<file path="src/rtl/spi_receive.sv">
// SPI mode-3 byte receiver: synchronises the pins, deserialises MSB-first bytes
// into a small FWFT FIFO and flags frame ends, partial-byte frames and overrun.
module spi_receive #(
  parameter int FIFO_DEPTH  = 4,
  parameter int SYNC_STAGES = 2
) (
  input  logic                        clk,
  input  logic                        rst,
  input  logic                        sclk,
  input  logic                        cs,
  input  logic                        sdi,
  input  logic                        rd_en,
  input  logic                        ovr_clr,
  output logic [7:0]                  rd_data,
  output logic                        rd_valid,
  output logic [$clog2(FIFO_DEPTH):0] fifo_count,
  output logic [7:0]                  byte_count,
  output logic                        busy,
  output logic                        frame_done,
  output logic                        frame_err,
  output logic                        overrun
);

  localparam int AW = $clog2(FIFO_DEPTH);
  localparam int CW = AW + 1;
  localparam int SW = $clog2(SYNC_STAGES + 1);

  typedef enum logic [1:0] {WAIT_IDLE, IDLE, RECV} state_t;
  state_t state, state_nxt;

  logic [SYNC_STAGES-1:0] sclk_sync, cs_sync, sdi_sync;
  logic                   s_sclk, s_cs, s_sdi, p_sclk;
  logic [SW-1:0]          settle_cnt;
  logic                   settled;
  logic [2:0]             bit_cnt;
  logic [6:0]             shift;
  logic                   enter_recv, shift_en, push_req, push_ok, pop, full;
  logic [7:0]             push_byte;
  logic [7:0]             mem [FIFO_DEPTH];
  logic [AW-1:0]          wr_ptr, rd_ptr;

  always_ff @(posedge clk) begin
    if (rst) begin
      sclk_sync <= '1;
      cs_sync   <= '1;
      sdi_sync  <= '1;
      p_sclk    <= 1'b1;
    end else begin
      sclk_sync <= {sclk_sync[SYNC_STAGES-2:0], sclk};
      cs_sync   <= {cs_sync[SYNC_STAGES-2:0], cs};
      sdi_sync  <= {sdi_sync[SYNC_STAGES-2:0], sdi};
      p_sclk    <= s_sclk;
    end
  end

  assign s_sclk = sclk_sync[SYNC_STAGES-1];
  assign s_cs   = cs_sync[SYNC_STAGES-1];
  assign s_sdi  = sdi_sync[SYNC_STAGES-1];

  // The chains reset to idle, so s_cs only reflects the pin once they have refilled.
  always_ff @(posedge clk) begin
    if (rst)
      settle_cnt <= '0;
    else if (!settled)
      settle_cnt <= settle_cnt + SW'(1);
  end

  assign settled = (settle_cnt == SW'(SYNC_STAGES));

  always_ff @(posedge clk) begin
    if (rst)
      state <= WAIT_IDLE;
    else
      state <= state_nxt;
  end

  always_comb begin
    state_nxt = state;
    case (state)
      WAIT_IDLE: if (settled && s_cs) state_nxt = IDLE;
      IDLE:      if (!s_cs) state_nxt = RECV;
      RECV:      if (s_cs) state_nxt = IDLE;
      default:   state_nxt = WAIT_IDLE;
    endcase
  end

  always_comb begin
    busy       = (state == RECV);
    frame_done = (state == RECV) && s_cs;
    frame_err  = (state == RECV) && s_cs && (bit_cnt != 3'd0);
  end

  // A cs rise wins over a coincident sclk rise because shift_en requires s_cs low.
  assign enter_recv = (state == IDLE) && !s_cs;
  assign shift_en   = (state == RECV) && !s_cs && s_sclk && !p_sclk;
  assign push_req   = shift_en && (bit_cnt == 3'd7);
  assign push_byte  = {shift, s_sdi};

  always_ff @(posedge clk) begin
    if (rst || enter_recv) begin
      bit_cnt    <= '0;
      shift      <= '0;
      byte_count <= '0;
    end else if (shift_en) begin
      shift   <= {shift[5:0], s_sdi};
      bit_cnt <= bit_cnt + 3'd1;
      if (bit_cnt == 3'd7 && byte_count != 8'hFF)
        byte_count <= byte_count + 8'd1;
    end
  end

  assign full     = (fifo_count == CW'(FIFO_DEPTH));
  assign rd_valid = (fifo_count != '0);
  assign pop      = rd_en && rd_valid;
  assign push_ok  = push_req && (!full || pop);
  assign rd_data  = mem[rd_ptr];

  always_ff @(posedge clk) begin
    if (push_ok)
      mem[wr_ptr] <= push_byte;
  end

  always_ff @(posedge clk) begin
    if (rst) begin
      wr_ptr     <= '0;
      rd_ptr     <= '0;
      fifo_count <= '0;
    end else begin
      if (push_ok)
        wr_ptr <= wr_ptr + AW'(1);
      if (pop)
        rd_ptr <= rd_ptr + AW'(1);
      case ({push_ok, pop})
        2'b10:   fifo_count <= fifo_count + CW'(1);
        2'b01:   fifo_count <= fifo_count - CW'(1);
        default: fifo_count <= fifo_count;
      endcase
    end
  end

  always_ff @(posedge clk) begin
    if (rst)
      overrun <= 1'b0;
    else if (push_req && full && !pop)
      overrun <= 1'b1;
    else if (ovr_clr)
      overrun <= 1'b0;
  end

endmodule

</file>
<file path="config.mk">
export PLATFORM = sky130hd
export DESIGN_NAME = spi_receive
export DESIGN_NICKNAME = d
export VERILOG_FILES = /design/src/rtl/spi_receive.sv
export SDC_FILE = /design/constraint.sdc
export NUM_CORES = 1
export LEC_CHECK = 0
export ABC_AREA = 1
export CAP_MARGIN = 20
export CORE_ASPECT_RATIO = 1.25
export CORE_UTILIZATION = 45
export CTS_CLUSTER_SIZE = 30
export DETAILED_ROUTE_END_ITERATION = 7
export PLACE_DENSITY = 0.66
export SLEW_MARGIN = 25
export SYNTH_ARGS = -nofsm -noshare
export SYNTH_HDL_FRONTEND = slang
export SYNTH_SLANG_ARGS = --single-unit
</file>
<file path="constraint.sdc">
create_clock -name clk -period 2.45 [get_ports clk]
set_input_delay 0.49 -clock clk [delete_from_list [all_inputs] [get_ports clk]]
set_output_delay 0.49 -clock clk [all_outputs]
set_load 0.005 [all_outputs]
</file>
# Word-level counts from Yosys, hierarchy flattened
# Memory sizes are Yosys's and may differ from the RTL's. A register that Yosys moved wholly into a read port is not among the register bits.
# Index checks and enable logic that the tools add are counted.
classes:
  add_sub_neg: 7
  n_eq_ne: 11
  n_mux: 11
  n_reduce_logical: 26
op_table:
  columns: ["operator", "n"]
  rows:
  - ["1-bit logical AND", 13]
  - ["2-bit 2-to-1 mux", 5]
  - ["8-bit by 1-bit adder with 8-bit output (second input constant)", 1]
  - ["8-bit != test (second input constant)", 1]
  - ["2-bit by 1-bit adder with 2-bit output (second input constant)", 3]
  - ["3-bit by 1-bit adder with 3-bit output (second input constant)", 2]
  - ["2-bit equality test (second input constant)", 3]
  - ["3-bit equality test (second input constant)", 2]
  - ["2-bit case mux with 3 select lines", 1]
  - ["3-bit case mux with 2 select lines", 1]
  - ["3-bit nonzero test", 2]
  - ["2-bit by 1-bit equality test with 1-bit output (second input constant)", 2]
  - ["1-bit logical NOT", 4]
  - ["1-bit 2-to-1 mux", 4]
  - ["2-bit != test (second input constant)", 2]
  - ["2-bit nonzero test", 2]
  - ["3-bit AND reduction", 1]
  - ["3-bit by 1-bit subtractor with 3-bit output (second input constant)", 1]
  - ["2-bit logical NOT", 1]
  - ["1-bit logical OR", 2]
  - ["2-bit by 1-bit != test with 1-bit output (second input constant)", 1]
  - ["2-bit AND reduction", 1]
word_totals:
  reg_bits: 37
  ram_bits: 32
  input_bits: 7
  output_inout_bits: 24
  elab_cells: 69
  n_memories: 1
memory_table:
  columns: ["name", "depth", "word_bits", "rd", "rd_clocked_by_memory_dff", "wr", "line_no", "source"]
  rows:
  - ["mem", 4, 8, 1, 1, 1, "39", "logic [7:0] mem [FIFO_DEPTH];"]

# Longest topological paths before layout
# Gate-level depths: netlist of run 1.
logic_depth:
  depth_word: 8
  mapped_depth: 13
  depth_no_buf: 13

# Worst setup path before layout of run 1
# OpenSTA, ideal clock, no wires.
synth_timing:
  kind: "register to register"
  from: "register bit_cnt[0]"
  to: "register fifo_count[2]"
  setup_time_ps: 122
  arrival_time_ps: 1925
  required_time_ps: 2328
  setup_slack_ps: 402
  path_stages_with_launch: 13
  path_buffers: 0
  period_less_slack_ps: 2048
  cell_sequence: "dfxtp_1 -> ha_1 -> ha_1 -> inv_1 -> nor2_4 -> nand2_4 -> ha_1 -> inv_1 -> fa_1 -> a21oi_1 -> o21ai_0 -> o21ai_0 -> a21oi_1"
synth_between:
  elab_chain_len: 5
  word_cells_on_any_way: 7
  classes_between: "eq/ne: 3; mux: 1; reduce/logical: 3"
synth_lines:
  columns: ["item", "line_no", "source"]
  rows:
  - ["start, declared", "35", "logic [2:0] bit_cnt;"]
  - ["start signal, assigned", "106", "bit_cnt <= bit_cnt + 3'd1;"]
  - ["3-bit equality test (*)", "96", "assign push_req = shift_en && (bit_cnt == 3'd7);"]
  - ["1-bit logical AND (*)", "96", null]
  - ["1-bit logical AND (*)", "115", "assign push_ok = push_req && (!full || pop);"]
  - ["2-bit by 1-bit equality test with 1-bit output / 2-bit equality test (equally long branches)", "133", "case ({push_ok, pop})"]
  - ["3-bit case mux with 2 select lines / 2-bit nonzero test (equally long branches)", null, null]
  - ["end signal, assigned", "134", "2'b10: fifo_count <= fifo_count + CW'(1);"]
  - ["end signal, assigned", "135", "2'b01: fifo_count <= fifo_count - CW'(1);"]
  - ["end signal, assigned", "136", "default: fifo_count <= fifo_count;"]
  - ["end, declared", "16", "output logic [$clog2(FIFO_DEPTH):0] fifo_count,"]
# Mark *: on every way between the ends. The rest lies on a longest branch, timed or not.
# A chain may end at the register's enable or synchronous reset.

# Worst setup path after layout of run 1
layout_timing:
  from: "register bit_cnt[0]"
  to: "output port frame_err"
layout_between:
  elab_chain_len: 2
layout_lines:
  columns: ["item", "line_no", "source"]
  rows:
  - ["3-bit nonzero test", "90", "frame_err = (state == RECV) && s_cs && (bit_cnt != 3'd0);"]
  - ["1-bit logical AND", "90", null]
  - ["end, declared", "20", "output logic frame_err,"]
# No other way between the ends.

==> results.md, run 1 <==
* Outcome: finished, final reports clean
* Leakage at ~1.4 nW
* Vias at between 2,000 and 2,500
* Max cap viols at 0
* Required time of the critical path at about 2.0 ns
* Std-Cell Core Area at around 6200 um2
* Area of the multi-input gates at about 1100 um2
* Worst Tran Pin Value at just over 0.3 ns
* Int Pwr at approximately 2.0 mW
* DRC at 0
* RSZ-0062 raised after global routing: no
* P&R area growth vs syn at 24.3%
* Fraction of layout cells with a size suffix above 1 at approximately 15%
* Startpoint Class: register
* Pre-CTS WS at just under 0.07 ns
* Clock latency on the worst-skew pair at between 0.3 and 0.4 ns
* Final Max Slew Viols at 0
* Final min period at 2.26 ns
* CTS clock-pin slew for the worst setup and hold paths at ~0.070 ns
* Pre-Repair DR Iteration Count at 4
* Setup violators final at 0
* Yosys reg bits at 71
* Sw Share at roughly a fifth
* Worst Hold Depth at 1
* 1st-iter DRT viols at between 90 and 100
* Clk sink count at 71
* Synth cell count leaders: nand2_1 (52), dfxtp_1 (39), nor2_1 (38), edfxtp_1 (32), inv_1 (32)
* Synth area leader: edfxtp_1
* Maximum VDD drop at around 0.61 mV
* Storage cell area at approximately 1700 um2
* Fillers at 583
* First-pass GRT wire length at roughly 8.9 mm
* Die area at 6900 um2
* Most numerous cell in the Yosys netlist: nand2_1
* Post-Syn Nets at between 300 and 400
* Synth async-reset ratio at 0%
* Worst path arrival time at between 1.5 and 2 ns
* Syn. warnings at 0
* Std cell rows at 32
* Post-synthesis cell type count at 28
* Crit-path max FO at 3
* Crit path kind: register to output pin
* Height of the chip at 92.6 um
* Cells after synthesis at about 310
* PD cells at roughly 660 nW/um2
* Sequential Power Share at between 50% and 60%
* Mapped Avg Cell Area at 9.60 um2
* Sequential area share after synthesis at ~60%
* Clk_skew at 0.00675 ns
* Initial Utilization at 47.4%
* Hold buffers post-CTS at 0
* Clk pwr share at 44.9%
* Setup TNS at 0 ns
* Fmax at ~0.44 GHz
* CTS HTree Levels at 3
* Wirelength, routed at ~5.2 mm
* Worst r2r path cells at 12
* Initial antenna violation count at 0
* GR Util All Layers at around 17%
* RD Place Congestion at 0.740
* TritonCTS buffer count at 9
* Final nets at about 380
* Max transition margin at between 70 and 80%
* Fin crit share at 92.1%
* Ports at 31
* Smallest hold slack at roughly 0.41 ns
* Remaining antenna violation count at 0
* Vias in the first global route at ~2,000
* Die width at 74.5 um
* Main synth FF type: dfxtp_1
* Root Driver: clkbuf_8
* PnR worst setup slack at roughly 0.19 ns
* Congestion Overflow GR at 0
* Largest cells by area after synthesis: edfxtp_1 (32%), dfxtp_1 (26%), nand2_1 (6.6%)
* Synth top area share at 32.5%
* Hold WC Path Type: register to register
* Avg WL per Cell at roughly 12 um
* CP endpoint kind: output pin
* Fin util at approximately 59%
* Post-synth EDFFs at 32
* Largest net degree at the start of global routing at 17
* Diodes inserted at 0
* Max Root-Sink Buffers at 2
* Net Sw Power at between 0.4 and 0.5 mW
* Comb pwr share at roughly 3.5%
* Mapped cell area at between 2000 and 3000 um2
* Port bufs at 30
* Vias per cell at 4.76
* TritonCTS clock tree: yes
* Hpwl dp at about 3.5 mm
* Fin. Hold Viols at 0
[cell families (layout without fill, tap and decap cells)]
family                   Yosys count  after routing  synth area share (%)
flip-flops                        71             71                  58.9
AO/OA/AOI/OAI                     61             61                  11.2
buffers and inverters             40             94                  5.46
XOR/XNOR                           3              3                 0.888
AND/OR/NAND/NOR                  122            122                  18.7
adder cells (fa/ha/maj)           11             11                  4.91
[state kept, by name (all words and copies together), names as in the netlist, named ones only]
name,cells
mem,32
byte_count,8
shift,7
bit_cnt,3
fifo_count,3
cs_sync,2
rd_ptr,2
sclk_sync,2
sdi_sync,2
settle_cnt,2
state,2
wr_ptr,2
overrun,1
p_sclk,1
[stage by stage]
step                std cells  power, mW  area, um2
floorplan                 308       1.34       2960
global placement          429       1.37       3420
detailed placement        429       1.37       3420
CTS                       445       2.46       3660
global route              447       2.53       3680
finish                    447       2.44       3680
[power by group through the flow]
stage          Combinational [mW]  Sequential (mW)  Clock (mW)
5_1_grt                    0.0989             1.26        1.17
4_1_cts                    0.0863             1.26        1.12
3_3_place_gp               0.0842             1.28           0
3_5_place_dp               0.0859             1.28           0
6_report                   0.0861             1.26        1.09
2_1_floorplan              0.0624             1.28           0
[final cells by class]
cell class / count / area share, %
sequential: 71 / 47.4
inverter: 34 / 3.57
tap: 85 / 2.89
timing repair buffer: 44 / 11.0
clock inverter: 6 / 2.93
clock buffer: 10 / 3.47
multi-input combinational: 197 / 28.7
[metal layers]
layer	vias to the layer above	GRT usage (%)	wire length, um
met3	9	4.57	163
met4	0	7.08	88
li1	1118	-	-
met5	-	0	0
met1	968	20.5	2370
met2	33	29.1	2600
[final timing paths]
kind	startpoint	endpoint	slack (ns)
hold / removal	sdi_sync[0]	sdi_sync[1]	0.41
setup reg to reg	bit_cnt[0]	fifo_count[2]	0.23
hold reg to reg	sdi_sync[0]	sdi_sync[1]	0.41
setup / recovery	bit_cnt[0]	frame_err	0.19
[cells in the final DEF, fill, tap and decap left out, drive strengths merged, types with 9 or more instances in the layout]
master and count:
a21oi 26, buf 14, clkbuf 10, clkdlybuf4s50 30
dfxtp 39, edfxtp 32, ha 10, inv 34
nand2 59, nor2 43, o21ai 22, o22ai 9
[repair_timing]
| action | 4_1_cts | 5_1_grt |
|---|---|---|
| endpoints found under the setup margin | 0 | 8 |
| gates resized for setup | 0 | 2 |
| setup buffers | 0 | 2 |
[worst max-delay path, stage by stage, from the launching register on]
cell and delay [ns]:
dfxtp_1 0.36, inv_1 0.07, ha_1 0.20, a211oi_1 0.25, clkdlybuf4s50_1 0.55
Power figures use the tool's default switching activity.
==> run 2: changes to the inputs <==
--- a/config.mk
+++ b/config.mk
@@ -5,14 +5,13 @@
 export SDC_FILE = /design/constraint.sdc
 export NUM_CORES = 1
 export LEC_CHECK = 0
-export ABC_AREA = 1
 export CAP_MARGIN = 20
 export CORE_ASPECT_RATIO = 1.25
 export CORE_UTILIZATION = 45
 export CTS_CLUSTER_SIZE = 30
 export DETAILED_ROUTE_END_ITERATION = 7
 export PLACE_DENSITY = 0.66
-export SLEW_MARGIN = 25
+export SLEW_MARGIN = 0
 export SYNTH_ARGS = -nofsm -noshare
 export SYNTH_HDL_FRONTEND = slang
 export SYNTH_SLANG_ARGS = --single-unit
==> results.md, run 2 <==
* Outcome: finished, final reports clean
* Wirelength, routed at 4.58 mm
* Final cell area excluding filler cells at between 3000 and 4000 um2
* Max transition margin at between 60% and 70%
* Vias at 1,751
* Pre-Repair DR Iteration Count at 5
* Initial antenna violation count at 0
* Initial Utilization at a little under half
* Storage cell area at approximately 1700 um2
* Largest net degree at the start of global routing at 23
* Final nets at roughly 290
* Worst Hold Depth at 1
* Max cap viols at 0
* TritonCTS buffer count at 9
* Most flops, register: mem
* Clk_skew at between 0.007 and 0.008 ns
* Congestion Overflow GR at 0
* Mapped cell area at approximately 2900 um2
* Met1 usage at between 10% and 20%
* First-pass GRT wire length at ~7.6 mm
* Launch point of the worst path: bit_cnt[0]
* GRT met3 Usage at ~4.3%
* Most numerous cell in the Yosys netlist: dfxtp_1
* Mapped Avg Cell Area at roughly 13 um2
* Largest regs: mem x32, byte_count x8, shift x7
* Hold buffers post-CTS at 0
* Die width at between 70 and 80 um
* Vias in the first global route at ~1,600
* Synth top area share at around 34%
* Height of the chip at between 90 and 100 um
* Hold WC Path Type: register to register
* Largest cells by area after synthesis: edfxtp_1 (34%), dfxtp_1 (27%), mux4_2 (6.3%)
* Std cell rows at 32
* Remaining antenna violation count at 0
* Setup violators final at 0
* Synth cell count leaders: dfxtp_1 (39), edfxtp_1 (32), nor2_1 (25), inv_1 (11), mux2i_1 (11)
* Startpoint Class: register
* Vias per cell at slightly below 5
* DRC at 0
* Required time of the critical path at between 2 and 3 ns
* Final Max Slew Viols at 0
* Post-Syn Nets at between 200 and 250
* Worst r2r path cells at 11
* Clock latency on the worst-skew pair at 0.35 ns
* Post-DP Area at approximately 3300 um2
* PD cells at approximately 640 nW/um2
* Post-synth EDFFs at 32
* Fin crit share at between 90% and 100%
* CP endpoint kind: register
* Area of the multi-input gates at about 1000 um2
* CTS clock-pin slew for the worst setup and hold paths at ~0.070 ns
* Reg2reg start: bit_cnt[0]
* Hold Path End: cs_sync[1]
* Sequential area share after synthesis at 60.9%
* Worst path arrival time at roughly 2.7 ns
* HP Start: cs_sync[0]
* GRT busiest layer: met2
* P&R area growth vs syn at 23.9%
* GR Util All Layers at 15.7%
* Synth async-reset ratio at 0%
* Diodes inserted at 0
* Ports at 31
* Main synth FF type: dfxtp_1
* Post-synthesis cell type count at 39
* Reg2reg setup slack at 0.07 ns
* Worst Tran Pin Value at 0.530 ns
* Crit-path max FO at 2
* R2r endpoint: fifo_count[2]
* Clk sink count at 71
* Die area at approximately 6700 um2
* Fmax at about 0.42 GHz
* Maximum VDD drop at roughly 0.46 mV
* 1st-iter DRT viols at between 90 and 100
* Worst path cell trace: ha_1 -> ha_1 -> and4bb_2 -> nor3b_2 -> inv_1 -> ha_2 -> inv_1 -> fa_2 -> xor2_1 -> or3_1 -> a21oi_2
* Number of flip-flops under the largest register name at 32
* Crit path kind: register to register
* Root Driver: clkbuf_8
* Commonest non-fill, non-tap cell in the layout: dfxtp_1
* Fraction of layout cells with a size suffix above 1 at a little over a fifth
* Fillers at 540
* Max Root-Sink Buffers at 2
* Fin. Hold Viols at 0
* Leakage at 1.20 nW
* RD Place Congestion at around 0.67
* Std-Cell Core Area at about 6000 um2
* Yosys reg bits at approximately 70
* PnR worst setup slack at 0.0732 ns
* Worst path bufs/invs at 2
* Hpwl dp at between 3 and 4 mm
* Synth area leader: edfxtp_1
* Avg WL per Cell at approximately 13 um
* Crit path largest cell delay at between 0.3 and 0.4 ns
* Cells after synthesis at 220
* Port bufs at 30
* Final min period at roughly 2.4 ns
* Pre-CTS WS at -0.287 ns
* Met2 Track Usage GR at about a quarter
* CTS HTree Levels at 3
* Most frequent cells in the layout: dfxtp_1 (37), edfxtp_1 (32), clkdlybuf4s50_1 (30), nor2_1 (25), buf_4 (15)
* Syn. warnings at 0
* Worst path slowest cell: or3_1
* Fin util at 57.5%
* Delay-heaviest family, CP: adder cells
* TritonCTS clock tree: yes
[run 2: cell count changes in the layout (fill, tap and decap cells not counted), moves of 5 or more]
cell     delta
mux2i_1    +11
and2_1      +5
nand2_2     -5
nand2_1    -47
a21oi_1    -16
nor2_1     -13
inv_1      -20
mux4_2      +8
o22ai_1     -9
o21ai_0    -19
[run 2: how the worst max path moves through the flow]
stage                     depth (start not counted)  slack, ns             to
after floorplan                                  11       0.08  fifo_count[2]
after global placement                           11      -0.27  fifo_count[2]
after detailed placement                         11      -0.29  fifo_count[2]
after CTS                                        11       0.03  fifo_count[2]
after global routing                             11      -0.04  fifo_count[2]
final                                            11       0.07  fifo_count[2]
[run 2: worst reg2reg max path, stage by stage, from the launching register on]
cell	delay [ns]
dfxtp_2	0.32
ha_1	0.19
ha_1	0.18
and4bb_2	0.22
nor3b_2	0.16
inv_1	0.05
ha_2	0.17
inv_1	0.05
fa_2	0.33
xor2_1	0.15
or3_1	0.34
a21oi_2	0.16
[run 2: where the power goes]
part	total, mW	leakage, nW	internal (mW)	switching, mW
Combinational	0.105	0.504	0.0537	0.0517
Sequential	1.27	0.612	1.25	0.0187
Clock	0.898	0.0859	0.464	0.433
Total	2.28	1.20	1.77	0.504
[run 2: area by class of cell]
type,instances,area share (%)
multi-input cells,129,29.5
repair buffers,45,11.6
clock inverters,6,1.73
inverters,12,1.27
clock buffers,10,3.60
well taps,85,3.00
flip-flops and latches,71,49.2
[run 2: repair_timing]
item,4_1_cts,5_1_grt
endpoints found under the setup margin,0,1
gates resized for setup,0,5
buffers inserted,0,2
[run 2: cells by family after synthesis]
| logic type | Yosys count | share of synthesized area (%) |
|---|---|---|
| fa+ha+maj | 11 | 5.07 |
| buf+inv | 20 | 3.02 |
| compound gates | 21 | 4.64 |
| xor+xnor | 8 | 2.45 |
| mux | 19 | 10.1 |
| simple gates | 70 | 13.8 |
| flops | 71 | 60.9 |
[run 2: per-stage QoR]
stage | cells | total power, mW | hold slack (ns) | TNS (ns)
floorplan | 220 | 1.37 | 0.389 | 0
global placement | 340 | 1.40 | 0.391 | -0.294
detailed placement | 340 | 1.41 | 0.396 | -0.294
CTS | 356 | 2.30 | 0.419 | 0
global route | 358 | 2.38 | 0.437 | -0.0368
finish | 358 | 2.28 | 0.415 | 0
[run 2: routing by layer]
| metal | wire length [um] | up-vias |
|---|---|---|
| li1 | - | 887 |
| met1 | 1990 | 816 |
| met2 | 2260 | 37 |
| met3 | 188 | 11 |
| met4 | 136 | 0 |
| met5 | 0 | - |
==> RTL edit: new RTL, config.mk and constraints of run 2 <==
Put one more register stage on the output `byte_count`. The value now appears one clock later. The other outputs are not delayed to match.
--- a/src/rtl/spi_receive.sv
+++ b/src/rtl/spi_receive.sv
@@ -27,4 +27,6 @@
 
   typedef enum logic [1:0] {WAIT_IDLE, IDLE, RECV} state_t;
+
+  logic [7:0] byte_count_s0;
   state_t state, state_nxt;
 
@@ -101,10 +103,10 @@
       bit_cnt    <= '0;
       shift      <= '0;
-      byte_count <= '0;
+      byte_count_s0 <= '0;
     end else if (shift_en) begin
       shift   <= {shift[5:0], s_sdi};
       bit_cnt <= bit_cnt + 3'd1;
-      if (bit_cnt == 3'd7 && byte_count != 8'hFF)
-        byte_count <= byte_count + 8'd1;
+      if (bit_cnt == 3'd7 && byte_count_s0 != 8'hFF)
+        byte_count_s0 <= byte_count_s0 + 8'd1;
     end
   end
@@ -148,4 +150,8 @@
   end
 
+  always_ff @(posedge clk) begin
+    byte_count <= byte_count_s0;
+  end
+
 endmodule
 
Function: same outputs for any inputs over 10 cycles, from zero or initial values and one cycle with rst high; that may be too few to reach the edited logic, so the function may still have changed.
==> RTL edit against run 2 <==
Global-route usage shrank 0.88 points; non-clock buffer count shrank 2; synthesized area grew 5.5%; combinational power shrank 5%; first-iteration DRC count shrank 18%; maximum frequency grew 2.7%; total power grew 1.4%; sequential cell count grew 8; utilization shrank 1.3 points; cell area grew 3.4%; wire length shrank 1.3%; via count grew 1.3%; worst setup slack gained 63 ps.
==> RTL edit: results (changes against run 2) <==
maximum fanout along the worst path=8 (+6); cell count of the worst hold path=0 (-1); biggest regs=mem (32), byte_count (8), byte_count_s0 (8); smallest hold slack=381 ps (-34.4 ps); syn avg cell area=13.2 um2 (+1.4%); R2R Setup Slk=140 ps (+60 ps); crit path DAT=1820 ps (-840 ps); Synth area leaders=edfxtp_1 32%, dfxtp_1 31%, mux4_2 6.0%, ha_1 4.1%, mux2i_1 3.3%; inverter count=12 (unchanged); critical path type=flip-flop to output port; RePlAce Congestion=0.741 (+11%); fillcell total=600 (+11%); Max stage delay cell, worst path=mux4_2; multi-input combinational area share=28.5% (-1.0 points); status=finished, final reports clean; routed length per instance=12.3 um (-3.5%); Non-Clock Buffer Area Fraction=10.9% (-0.80 points); bufs w/o clock=43 (-4.4%); crit path to=rd_data[0]; Final nets=292 (+2.1%); Placement Cell Area=0.00349 mm2 (+4.8%); Syn Nets=247 (+3.8%); Clock buf/inv share=4.51% (-0.82 points); worst stage delay on the critical path=520 ps (+180 ps); share of cells above drive strength 1=18.3% (-2.6 points); gr usage total=14.9% (-0.88 points); Synth top cells by count=47 x dfxtp_1, 32 x edfxtp_1, 25 x nor2_1; via count=1773 (+1.3%); Comb power frac=4.3% (-0.3 points); headroom to the max-slew limit=65.2% (+0.69 points); met3 WL post-DR=108 um (-43%); WL met1=2050 um (+2.9%); met2 WL=2230 um (-1.5%); Detailed Place HPWL=3120 um (+3.2%); Sink Count=79 (+11%); first-pass GRT wire length=7570 um (-0.63%); Lkg Pwr=1.25 nW (+4.3%); Int Power=1.80 mW (+1.5%); maximum vdd drop=521 uV (+12%); clk_skew=7.15 ps (-0.607 ps); Clk pwr share=34.9% (-4.6 points); met3 Track Usage GR=3.23% (-1.1 points); largest net degree at the start of global routing=22 (-4.3%); Layout clock buffers=10 (unchanged); CP top delay family=buffers and inverters; CP Capture Type=output port; Worst Hold End=byte_count[6]$_DFF_P_; Layout Utilization=56.2% (-1.3 points)
RTL edit: changes by cell type in the layout (fill, tap and decap cells not counted), moves of 2 or more:
cell / delta
dfxtp_1: +9
a21oi_1: +2
clkinvlp_4: -2
clkinv_4: +2
buf_4: -2
RTL edit: through the flow:
step | total power [mW] | setup slack, ps | std cells
detailed placement | 1.53 | -312 | 350
CTS | 2.34 | 43.8 | 366
finish | 2.31 | 136 | 366
global route | 2.40 | 27.6 | 366
floorplan | 1.51 | 101 | 229
global placement | 1.53 | -238 | 350
RTL edit: cell families (layout without fill, tap and decap cells):
| logic type | after synthesis | after routing | share of synthesized area, % |
|---|---|---|---|
| compound gates | 23 | 23 | 4.81 |
| mux | 18 | 18 | 9.29 |
| flops | 79 | 79 | 63.0 |
| simple gates | 69 | 69 | 12.9 |
| buf+inv | 21 | 71 | 2.90 |
| xor+xnor | 8 | 8 | 2.32 |
| fa+ha+maj | 11 | 11 | 4.81 |
